### src/rtl/hazard_scoreboard_pkg.sv
// Shared CPU package: hazard scoreboard defaults and the in-flight slot record.
// Slot addresses are stored at MAX_AW bits so the record is independent of the instance's AW.
package hazard_scoreboard_pkg;

    localparam int DEF_AW       = 5;
    localparam int DEF_NSTAGE   = 3;
    localparam int DEF_LONG_LAT = 32;
    localparam int DEF_CW       = 16;
    localparam int MAX_AW       = 8;

    typedef logic [MAX_AW-1:0] reg_addr_t;

    typedef struct packed {
        logic      valid;
        reg_addr_t waddr;
    } slot_t;

    localparam slot_t SLOT_BUBBLE = '{valid: 1'b0, waddr: '0};

    // Register 0 is hardwired, so a write to it never produces a tracked entry.
    function automatic slot_t make_slot(input logic we, input reg_addr_t waddr);
        return '{valid: we && (waddr != '0), waddr: waddr};
    endfunction

endpackage

### src/rtl/hazard_scoreboard_if.sv
// Issue-side bundle between the decode stage and the hazard scoreboard.
interface hazard_if
    import hazard_scoreboard_pkg::*;
#(
    parameter int AW = DEF_AW,
    parameter int CW = DEF_CW
);
    logic          issue_valid;
    logic [AW-1:0] issue_rs;
    logic [AW-1:0] issue_rt;
    logic          issue_rs_used;
    logic          issue_rt_used;
    logic          issue_we;
    logic [AW-1:0] issue_waddr;
    logic          issue_long;
    logic          flush;
    logic          if_stop;
    logic          long_busy;
    logic [CW-1:0] stall_cnt;

    modport master (
        output issue_valid, issue_rs, issue_rt, issue_rs_used, issue_rt_used,
               issue_we, issue_waddr, issue_long, flush,
        input  if_stop, long_busy, stall_cnt
    );

    modport slave (
        input  issue_valid, issue_rs, issue_rt, issue_rs_used, issue_rt_used,
               issue_we, issue_waddr, issue_long, flush,
        output if_stop, long_busy, stall_cnt
    );
endinterface

### src/rtl/hazard_scoreboard_match.sv
// RAW compare of both issue sources against one tracked write entry.
module hazard_match
    import hazard_scoreboard_pkg::*;
#(
    parameter int AW = DEF_AW
) (
    input  logic [AW-1:0] rs,
    input  logic [AW-1:0] rt,
    input  logic          rs_used,
    input  logic          rt_used,
    input  slot_t         entry,
    output logic          match
);
    logic rs_hit;
    logic rt_hit;

    assign rs_hit = rs_used && (rs != '0) && (reg_addr_t'(rs) == entry.waddr);
    assign rt_hit = rt_used && (rt != '0) && (reg_addr_t'(rt) == entry.waddr);
    assign match  = entry.valid && (entry.waddr != '0) && (rs_hit || rt_hit);
endmodule

### src/rtl/hazard_scoreboard.sv
// In-order issue hazard scoreboard: short writes tracked through NSTAGE slots,
// one long-latency write tracked by a down-counter, IF stop on RAW/WAW/structural hazards.
module hazard_scoreboard
    import hazard_scoreboard_pkg::*;
#(
    parameter int AW       = DEF_AW,
    parameter int NSTAGE   = DEF_NSTAGE,
    parameter int LONG_LAT = DEF_LONG_LAT,
    parameter int CW       = DEF_CW
) (
    input logic     clk,
    input logic     rst,
    hazard_if.slave bus
);
    localparam int LCW = $clog2(LONG_LAT + 1);

    slot_t          slots [NSTAGE];
    slot_t          new_slot;
    slot_t          long_entry;
    logic [LCW-1:0] long_cnt;
    reg_addr_t      long_waddr;
    logic [CW-1:0]  stall_q;
    logic [NSTAGE:0] hit;
    logic           long_busy;
    logic           waw_hz;
    logic           struct_hz;
    logic           if_stop;
    logic           accept;

    assign long_busy  = (long_cnt != '0);
    assign long_entry = '{valid: long_busy, waddr: long_waddr};

    // Every slot plus the long entry gets its own comparator; hits are OR-ed flat.
    for (genvar i = 0; i <= NSTAGE; i++) begin : g_match
        hazard_match #(.AW(AW)) u_match (
            .rs      (bus.issue_rs),
            .rt      (bus.issue_rt),
            .rs_used (bus.issue_rs_used),
            .rt_used (bus.issue_rt_used),
            .entry   ((i == NSTAGE) ? long_entry : slots[(i == NSTAGE) ? 0 : i]),
            .match   (hit[i])
        );
    end

    assign struct_hz = bus.issue_long && long_busy;
    assign waw_hz    = bus.issue_we && long_busy && (long_waddr != '0)
                       && (reg_addr_t'(bus.issue_waddr) == long_waddr);
    assign if_stop   = bus.issue_valid && ((|hit) || struct_hz || waw_hz);
    assign accept    = bus.issue_valid && !if_stop && !bus.flush;

    // Long ops are tracked only by the counter, so they enter the pipe as a bubble.
    always_comb begin
        new_slot = SLOT_BUBBLE;
        if (accept && !bus.issue_long) begin
            new_slot = make_slot(bus.issue_we, reg_addr_t'(bus.issue_waddr));
        end
    end

    always_ff @(posedge clk) begin
        if (rst || bus.flush) begin
            for (int i = 0; i < NSTAGE; i++) begin
                slots[i] <= SLOT_BUBBLE;
            end
        end else begin
            slots[0] <= new_slot;
            for (int i = 1; i < NSTAGE; i++) begin
                slots[i] <= slots[i-1];
            end
        end
    end

    // Flush leaves a started long op running; only reset aborts it.
    always_ff @(posedge clk) begin
        if (rst) begin
            long_cnt   <= '0;
            long_waddr <= '0;
        end else if (accept && bus.issue_long) begin
            long_cnt   <= LCW'(LONG_LAT);
            long_waddr <= reg_addr_t'(bus.issue_waddr);
        end else if (long_cnt != '0) begin
            long_cnt <= long_cnt - LCW'(1);
        end
    end

    always_ff @(posedge clk) begin
        if (rst) begin
            stall_q <= '0;
        end else if (if_stop && (stall_q != '1)) begin
            stall_q <= stall_q + CW'(1);
        end
    end

    assign bus.if_stop   = if_stop;
    assign bus.long_busy = long_busy;
    assign bus.stall_cnt = stall_q;
endmodule

### src/flat_wrapper.sv
// flat-port wrapper written by rule: the top's interface ports become plain ports
module hazard_scoreboard_flat import hazard_scoreboard_pkg::*;
#(
    parameter int AW       = DEF_AW,
    parameter int NSTAGE   = DEF_NSTAGE,
    parameter int LONG_LAT = DEF_LONG_LAT,
    parameter int CW       = DEF_CW
)
  (clk, rst, bus_issue_valid, bus_issue_rs, bus_issue_rt, bus_issue_rs_used, bus_issue_rt_used, bus_issue_we, bus_issue_waddr, bus_issue_long, bus_flush, bus_if_stop, bus_long_busy, bus_stall_cnt);
  hazard_if #(.AW(AW), .CW(CW)) bus_i ();
  input logic clk;
  input logic rst;
  input wire logic [$bits(bus_i.issue_valid)-1:0] bus_issue_valid;
  input wire logic [$bits(bus_i.issue_rs)-1:0] bus_issue_rs;
  input wire logic [$bits(bus_i.issue_rt)-1:0] bus_issue_rt;
  input wire logic [$bits(bus_i.issue_rs_used)-1:0] bus_issue_rs_used;
  input wire logic [$bits(bus_i.issue_rt_used)-1:0] bus_issue_rt_used;
  input wire logic [$bits(bus_i.issue_we)-1:0] bus_issue_we;
  input wire logic [$bits(bus_i.issue_waddr)-1:0] bus_issue_waddr;
  input wire logic [$bits(bus_i.issue_long)-1:0] bus_issue_long;
  input wire logic [$bits(bus_i.flush)-1:0] bus_flush;
  output wire logic [$bits(bus_i.if_stop)-1:0] bus_if_stop;
  output wire logic [$bits(bus_i.long_busy)-1:0] bus_long_busy;
  output wire logic [$bits(bus_i.stall_cnt)-1:0] bus_stall_cnt;
  assign bus_i.issue_valid = bus_issue_valid;
  assign bus_i.issue_rs = bus_issue_rs;
  assign bus_i.issue_rt = bus_issue_rt;
  assign bus_i.issue_rs_used = bus_issue_rs_used;
  assign bus_i.issue_rt_used = bus_issue_rt_used;
  assign bus_i.issue_we = bus_issue_we;
  assign bus_i.issue_waddr = bus_issue_waddr;
  assign bus_i.issue_long = bus_issue_long;
  assign bus_i.flush = bus_flush;
  assign bus_if_stop = bus_i.if_stop;
  assign bus_long_busy = bus_i.long_busy;
  assign bus_stall_cnt = bus_i.stall_cnt;
  hazard_scoreboard #(.AW(AW), .NSTAGE(NSTAGE), .LONG_LAT(LONG_LAT), .CW(CW)) u_core (.clk(clk), .rst(rst), .bus(bus_i));
endmodule
### config.mk
export PLATFORM = sky130hd
export DESIGN_NAME = hazard_scoreboard_flat
export DESIGN_NICKNAME = d
export VERILOG_FILES = /design/src/rtl/hazard_scoreboard_pkg.sv /design/src/rtl/hazard_scoreboard_if.sv /design/src/rtl/hazard_scoreboard_match.sv /design/src/rtl/hazard_scoreboard.sv /design/src/flat_wrapper.sv
export SDC_FILE = /design/constraint.sdc
export NUM_CORES = 1
export LEC_CHECK = 0
export CAP_MARGIN = 20
export CELL_PAD_IN_SITES_DETAIL_PLACEMENT = 1
export CELL_PAD_IN_SITES_GLOBAL_PLACEMENT = 1
export CORE_MARGIN = 2
export CORE_UTILIZATION = 44
export CTS_CLUSTER_SIZE = 16
export DETAILED_ROUTE_END_ITERATION = 6
export GPL_ROUTABILITY_DRIVEN = 1
export MAX_ROUTING_LAYER = met4
export PLACE_DENSITY_LB_ADDON = 0.1
export SYNTH_ARGS = -nofsm -noshare
export SYNTH_HDL_FRONTEND = slang
export SYNTH_SLANG_ARGS = --single-unit
### constraint.sdc
create_clock -name clk -period 5.9 [get_ports clk]
set_clock_uncertainty 0.15 [all_clocks]
set_input_delay 1.18 -clock clk [delete_from_list [all_inputs] [get_ports clk]]
set_output_delay 1.18 -clock clk [all_outputs]
set_load 0.005 [all_outputs]
# Word-level counts from Yosys, hierarchy flattened
# Memories as Yosys holds them, arrays and structs flattened.
# Index checks and enable logic that the tools add are counted.
# totals
ff_bits	27
latch_bits	0
ramBits	27
romBits	0
out_inout_bits	18
word_cells	79
memories	1
# op_classes
n_addsub	2
multipliers	0
n_div	0
n_lt_le_gt_ge	0
eq_ne	10
shifts	0
n_mux	9
bitwise	3
n_reduce_logical	50
# memory_table
memory	words	width	rd	rd_ports_with_merged_regs	wr	line	text
u_core.slots	3	9	3	0	3	hazard_scoreboard.sv:17	slot_t slots [NSTAGE];
# ops
operator	n
$eq 5x8->1	6
$mux 9	4
$reduce_bool 8->1	4
$logic_and 1x1->1	29
$add 16x1->16 const B	1
$ne 16x16->1 const B	1
$eq 5x5->1	3
$reduce_bool 5->1	3
$mux 6	2
$logic_or 1x1->1	7
$reduce_bool 6->1	1
$sub 6x1->6 const B	1
$reduce_or 4->1	1
$logic_not 1->1	3
$mux 1	3
$or 1x1->1	3
$reduce_bool 2->1	1
$reduce_or 2->1	1

# Logic depth before layout (Yosys ltp)
# depth
depth_word	15
mapped_depth	10

# Cells and area by module
# A second synthesis with hierarchy kept.
# hier_totals
cells_unflattened	296
hier_area_um2	2563.7
# by_module_without_submodules
module	instances	cells_each	area_per_inst_um2
hazard_scoreboard	1	204	1913.1
hazard_match	4	23	162.7

# Worst setup path after synthesis
# No wires, ideal clock.
# synth_timing
path_kind	input to output
start	input bus_issue_rs[3]
end	output bus_if_stop
arrival_time_ns	2.874
path_slack_ns	1.696
cell_stages	9
n_path_buf	2
path_cell_list	buf_2 -> or4_4 -> o21ai_4 -> nor4_2 -> o221ai_2 -> o2111ai_2 -> nor2_2 -> buf_2 -> nor2b_1
# synth_between
elab_chain_cells	9
# synth_lines
item	line	text
start, declared	flat_wrapper.sv:14	input wire logic [$bits(bus_i.issue_rs)-1:0] bus_issue_rs;
$reduce_bool 5->1	hazard_scoreboard_match.sv:17	assign rs_hit = rs_used && (rs != '0) && (reg_addr_t'(rs) == entry.waddr);
$logic_and 1x1->1 (2 in a row)	hazard_scoreboard_match.sv:17	
$logic_or 1x1->1	hazard_scoreboard_match.sv:19	assign match = entry.valid && (entry.waddr != '0) && (rs_hit || rt_hit);
$logic_and 1x1->1	hazard_scoreboard_match.sv:19	
$reduce_or 4->1 *	hazard_scoreboard.sv:48	assign if_stop = bus.issue_valid && ((|hit) || struct_hz || waw_hz);
$logic_or 1x1->1 * (2 in a row)	hazard_scoreboard.sv:48	
$logic_and 1x1->1 *	hazard_scoreboard.sv:48	
end, declared	flat_wrapper.sv:22	output wire logic [$bits(bus_i.if_stop)-1:0] bus_if_stop;
# Mark *: on every way between the ends. The rest lies on a longest branch, timed or not.

# Final worst setup path
# layout_timing
start	input bus_issue_rs[2]
end	output bus_if_stop
# The elaborated chain is that of the path after synthesis.

==> summary.md <==
| Metric | Value |
|---|---|
| Status | `completed` |
| Hold_sp | `u_core.slots[0][8]` |
| Post-synth EDFFs | `0` |
| Final min period | `5.11 ns` |
| ANT cells | `0` |
| Normalized max-slew margin | `0.550` |
| Setup CP Type | `input port to primary output` |
| Max Cap Violations | `0` |
| Pwr Total | `0.804 mW` |
| Post-DR wirelength/cell | `around 16 µm` |
| DRT Pass-1 Iters | `4` |
| Die height | `81.0 µm` |
| Syn Area/Cell | `approximately 9.0 µm²` |
| CP cell instances | `clkdlybuf4s50_1 -> xnor2_1 -> nand3_1 -> or4_1 -> o2111ai_2 -> nor2_2 -> nor2b_1 -> clkdlybuf4s50_1` |
| Core Area | `slightly below 0.006 mm²` |
| Yosys Warn Count | `0` |
| Resize count post-CTS | `0` |
| Storage cell area | `901 µm²` |
| # fillers | `706` |
| RR Endpoint | `u_core.bus.stall_cnt[0]` |
| CP most frequent cell | `clkdlybuf4s50_1` |
| Root buffer cell | `clkbuf_8` |
| Initial antenna violation count | `0` |
| Hold WS | `0.340 ns` |
| Clock buffer depth | `2` |
| Postcts setup bufs | `0` |
| Vias in the first global route | `2165` |
| Pins Over Slew Limit | `0` |
| Via count | `2137` |
| Row count | `28` |
| Sequential area share after synthesis | `0.346` |
| Final setup fails | `0` |
| DRT iter0 DRCs | `85` |
| Synth cell count leaders | `dfxtp_1 (45), xnor2_1 (29), nor2_1 (24), xor2_1 (20)` |
| Layout cells sized above 1 | `0.102` |
| Top sig layer | `met4` |
| Worst EP required | `4.57 ns` |
| Clk slew on worst S/H paths | `0.08 ns` |
| Residual DRC count | `0` |
| Hold Crit Class | `flip-flop to flip-flop` |
| Post-Syn Instances | `290` |
| Peak supply drop | `approximately 130 µV` |
| Slowest stage cell, crit path | `clkdlybuf4s50_1` |
| Multi-input logic area | `0.00158 mm²` |
| Main synth FF type | `dfxtp_1` |
| # nets final | `348` |
| Tot GR Track Use | `0.218` |
| Max incr delay on CP | `0.67 ns` |
| Reg2reg start | `u_core.long_waddr[0]` |
| Post-synth top area cell | `dfxtp_1` |
| Achievable frequency | `between 150 and 200 MHz` |
| P_leak | `1.12 nW` |
| Num CTS Buffers | `5` |
| Period Utilization, post-route | `0.867` |
| Initial Utilization | `0.448` |
| Final hold violations | `0` |
| FF-to-FF setup slack | `approximately 3 ns` |
| Placed wire-length estimate | `roughly 5 mm` |
| Hold Path End | `u_core.slots[0][17]` |
| Post-route antenna net violation count | `0` |
| Clk_lat worst skew | `about 0.3 ns` |
| Top cell type's share of synthesized area | `0.346` |
| First-pass GRT wire length | `10.8 mm` |
| Post-Route WL | `6.48 mm` |
| M1 WL | `roughly 3.1 mm` |
| Wire length on met2 | `3.06 mm` |
| Largest net degree at the start of global routing | `38` |
| Unrepaired setup endpoints after global routing | `false` |
| WL met3 | `just under 200 µm` |
| Worst reg2reg path depth | `9` |
| Syn-to-layout area delta | `19.3%` |
| Number of synthesized register bits | `45` |
| Top Ports | `41` |
| Vias per cell | `5.37` |
| Final TNS setup | `0 ns` |
| Count leader, synth | `dfxtp_1` |
| Worst-margin pin slew | `0.669 ns` |
| Port bufs | `40` |
| Hold Crit Depth | `1` |
| Critical Path Source Type | `input port` |
| Die Span X | `81.0 µm` |
| H-tree depth | `2` |
| Pwr dens | `259 mW/mm²` |
| Critical-path maximum fanout | `5` |
| CTS Hold Bufs | `0` |
| Grt ovf | `0` |
| Synth Cell Area | `~0.0026 mm²` |
| Syn Nets | `316` |
| Synth area leaders | `dfxtp_1 (35%), xnor2_1 (9.7%), xor2_1 (6.7%)` |
| Layout Utilization | `0.534` |
| Die area | `0.00655 mm²` |
| Arr. time, crit path | `3.78 ns` |
| Post-synth ARST share | `0` |
| CTS Sinks | `45` |
| Gpl congestion | `a little over 0.9` |
| Unique masters post-synth | `around 50` |
| CP Capture Type | `primary output` |
| CTS tree | `done` |
## stage by stage
stage,instance area [µm²],setup WS (ns),instances
after floorplan,2610,1.70,290
after global placement,3010,0.826,390
after detailed placement,3010,0.806,390
after CTS,3110,0.801,398
after global routing,3110,0.624,398
final,3110,0.788,398
## metal layers
metal / up-vias / GRT usage
li1: 1078 / -
met1: 1018 / 0.284
met2: 34 / 0.361
met3: 7 / 0.0300
met4: 0 / 0.0492
met5: - / -
## flip-flops by register name, summed over array words and instances, names as in the netlist
register              count
u_core.bus.stall_cnt     16
u_core.long_cnt           6
u_core.slots             18
u_core.long_waddr         5
## worst max-delay path: cells and delay by family
| kind | cells | cell delay [ns] |
|---|---|---|
| buf+inv | 2 | 1.21 |
| xor+xnor | 1 | 0.16 |
| simple gates | 4 | 0.93 |
| compound gates | 1 | 0.29 |
## cell families after synthesis
group	synth area share
adders and majority gates	0.0144
xor gates and xnor gates	0.165
DFF	0.346
and+or+nand+nor	0.284
AOI/OAI and AO/OA	0.0763
muxes	0.0663
buffers and inverters	0.0490
## area by class of cell
type | count | share of cell area
clock inverter | 3 | 0.00805
multi-input combinational | 223 | 0.508
clock buffer | 5 | 0.0221
inverter | 3 | 0.00362
timing repair buffer | 44 | 0.138
tap | 75 | 0.0302
sequential | 45 | 0.290
## power breakdown
part | internal [mW] | switching (mW) | total (mW)
registers | 0.329 | 0.0256 | 0.355
clock network | 0.0856 | 0.113 | 0.199
logic | 0.117 | 0.134 | 0.251
## cells in the final DEF, fill, tap and decap left out, types with 2 or more instances in the layout
cell type	Yosys	layout
xnor2_1	29	29
or4_1	8	8
mux2i_1	6	6
nor2b_1	11	11
nor3_1	12	12
mux2_2	10	10
nand2b_1	2	2
nand3_1	17	17
inv_1	3	3
dfxtp_1	45	45
a21oi_1	10	10
ha_1	3	3
o21ai_0	2	2
and3_1	4	4
buf_4	0	4
and2_1	17	17
clkdlybuf4s50_1	0	40
xor2_1	20	20
clkbuf_8	0	5
nand4_1	3	3
o31ai_1	4	4
nor2_1	24	24
nand2_1	10	10
nor4_1	9	9
## worst max-delay path by stage
stage / start / end / slack (ns) / cells after the start
after floorplan: bus_issue_rs[3] / bus_if_stop / 1.70 / 9
after CTS: bus_issue_rs[3] / bus_if_stop / 0.80 / 8
after detailed placement: bus_issue_rs[3] / bus_if_stop / 0.81 / 8
after global placement: bus_issue_rs[3] / bus_if_stop / 0.83 / 8
after global routing: bus_issue_rt[0] / bus_if_stop / 0.62 / 9
final: bus_issue_rs[2] / bus_if_stop / 0.79 / 8
Note: power is estimated with default switching activity, not from simulation.
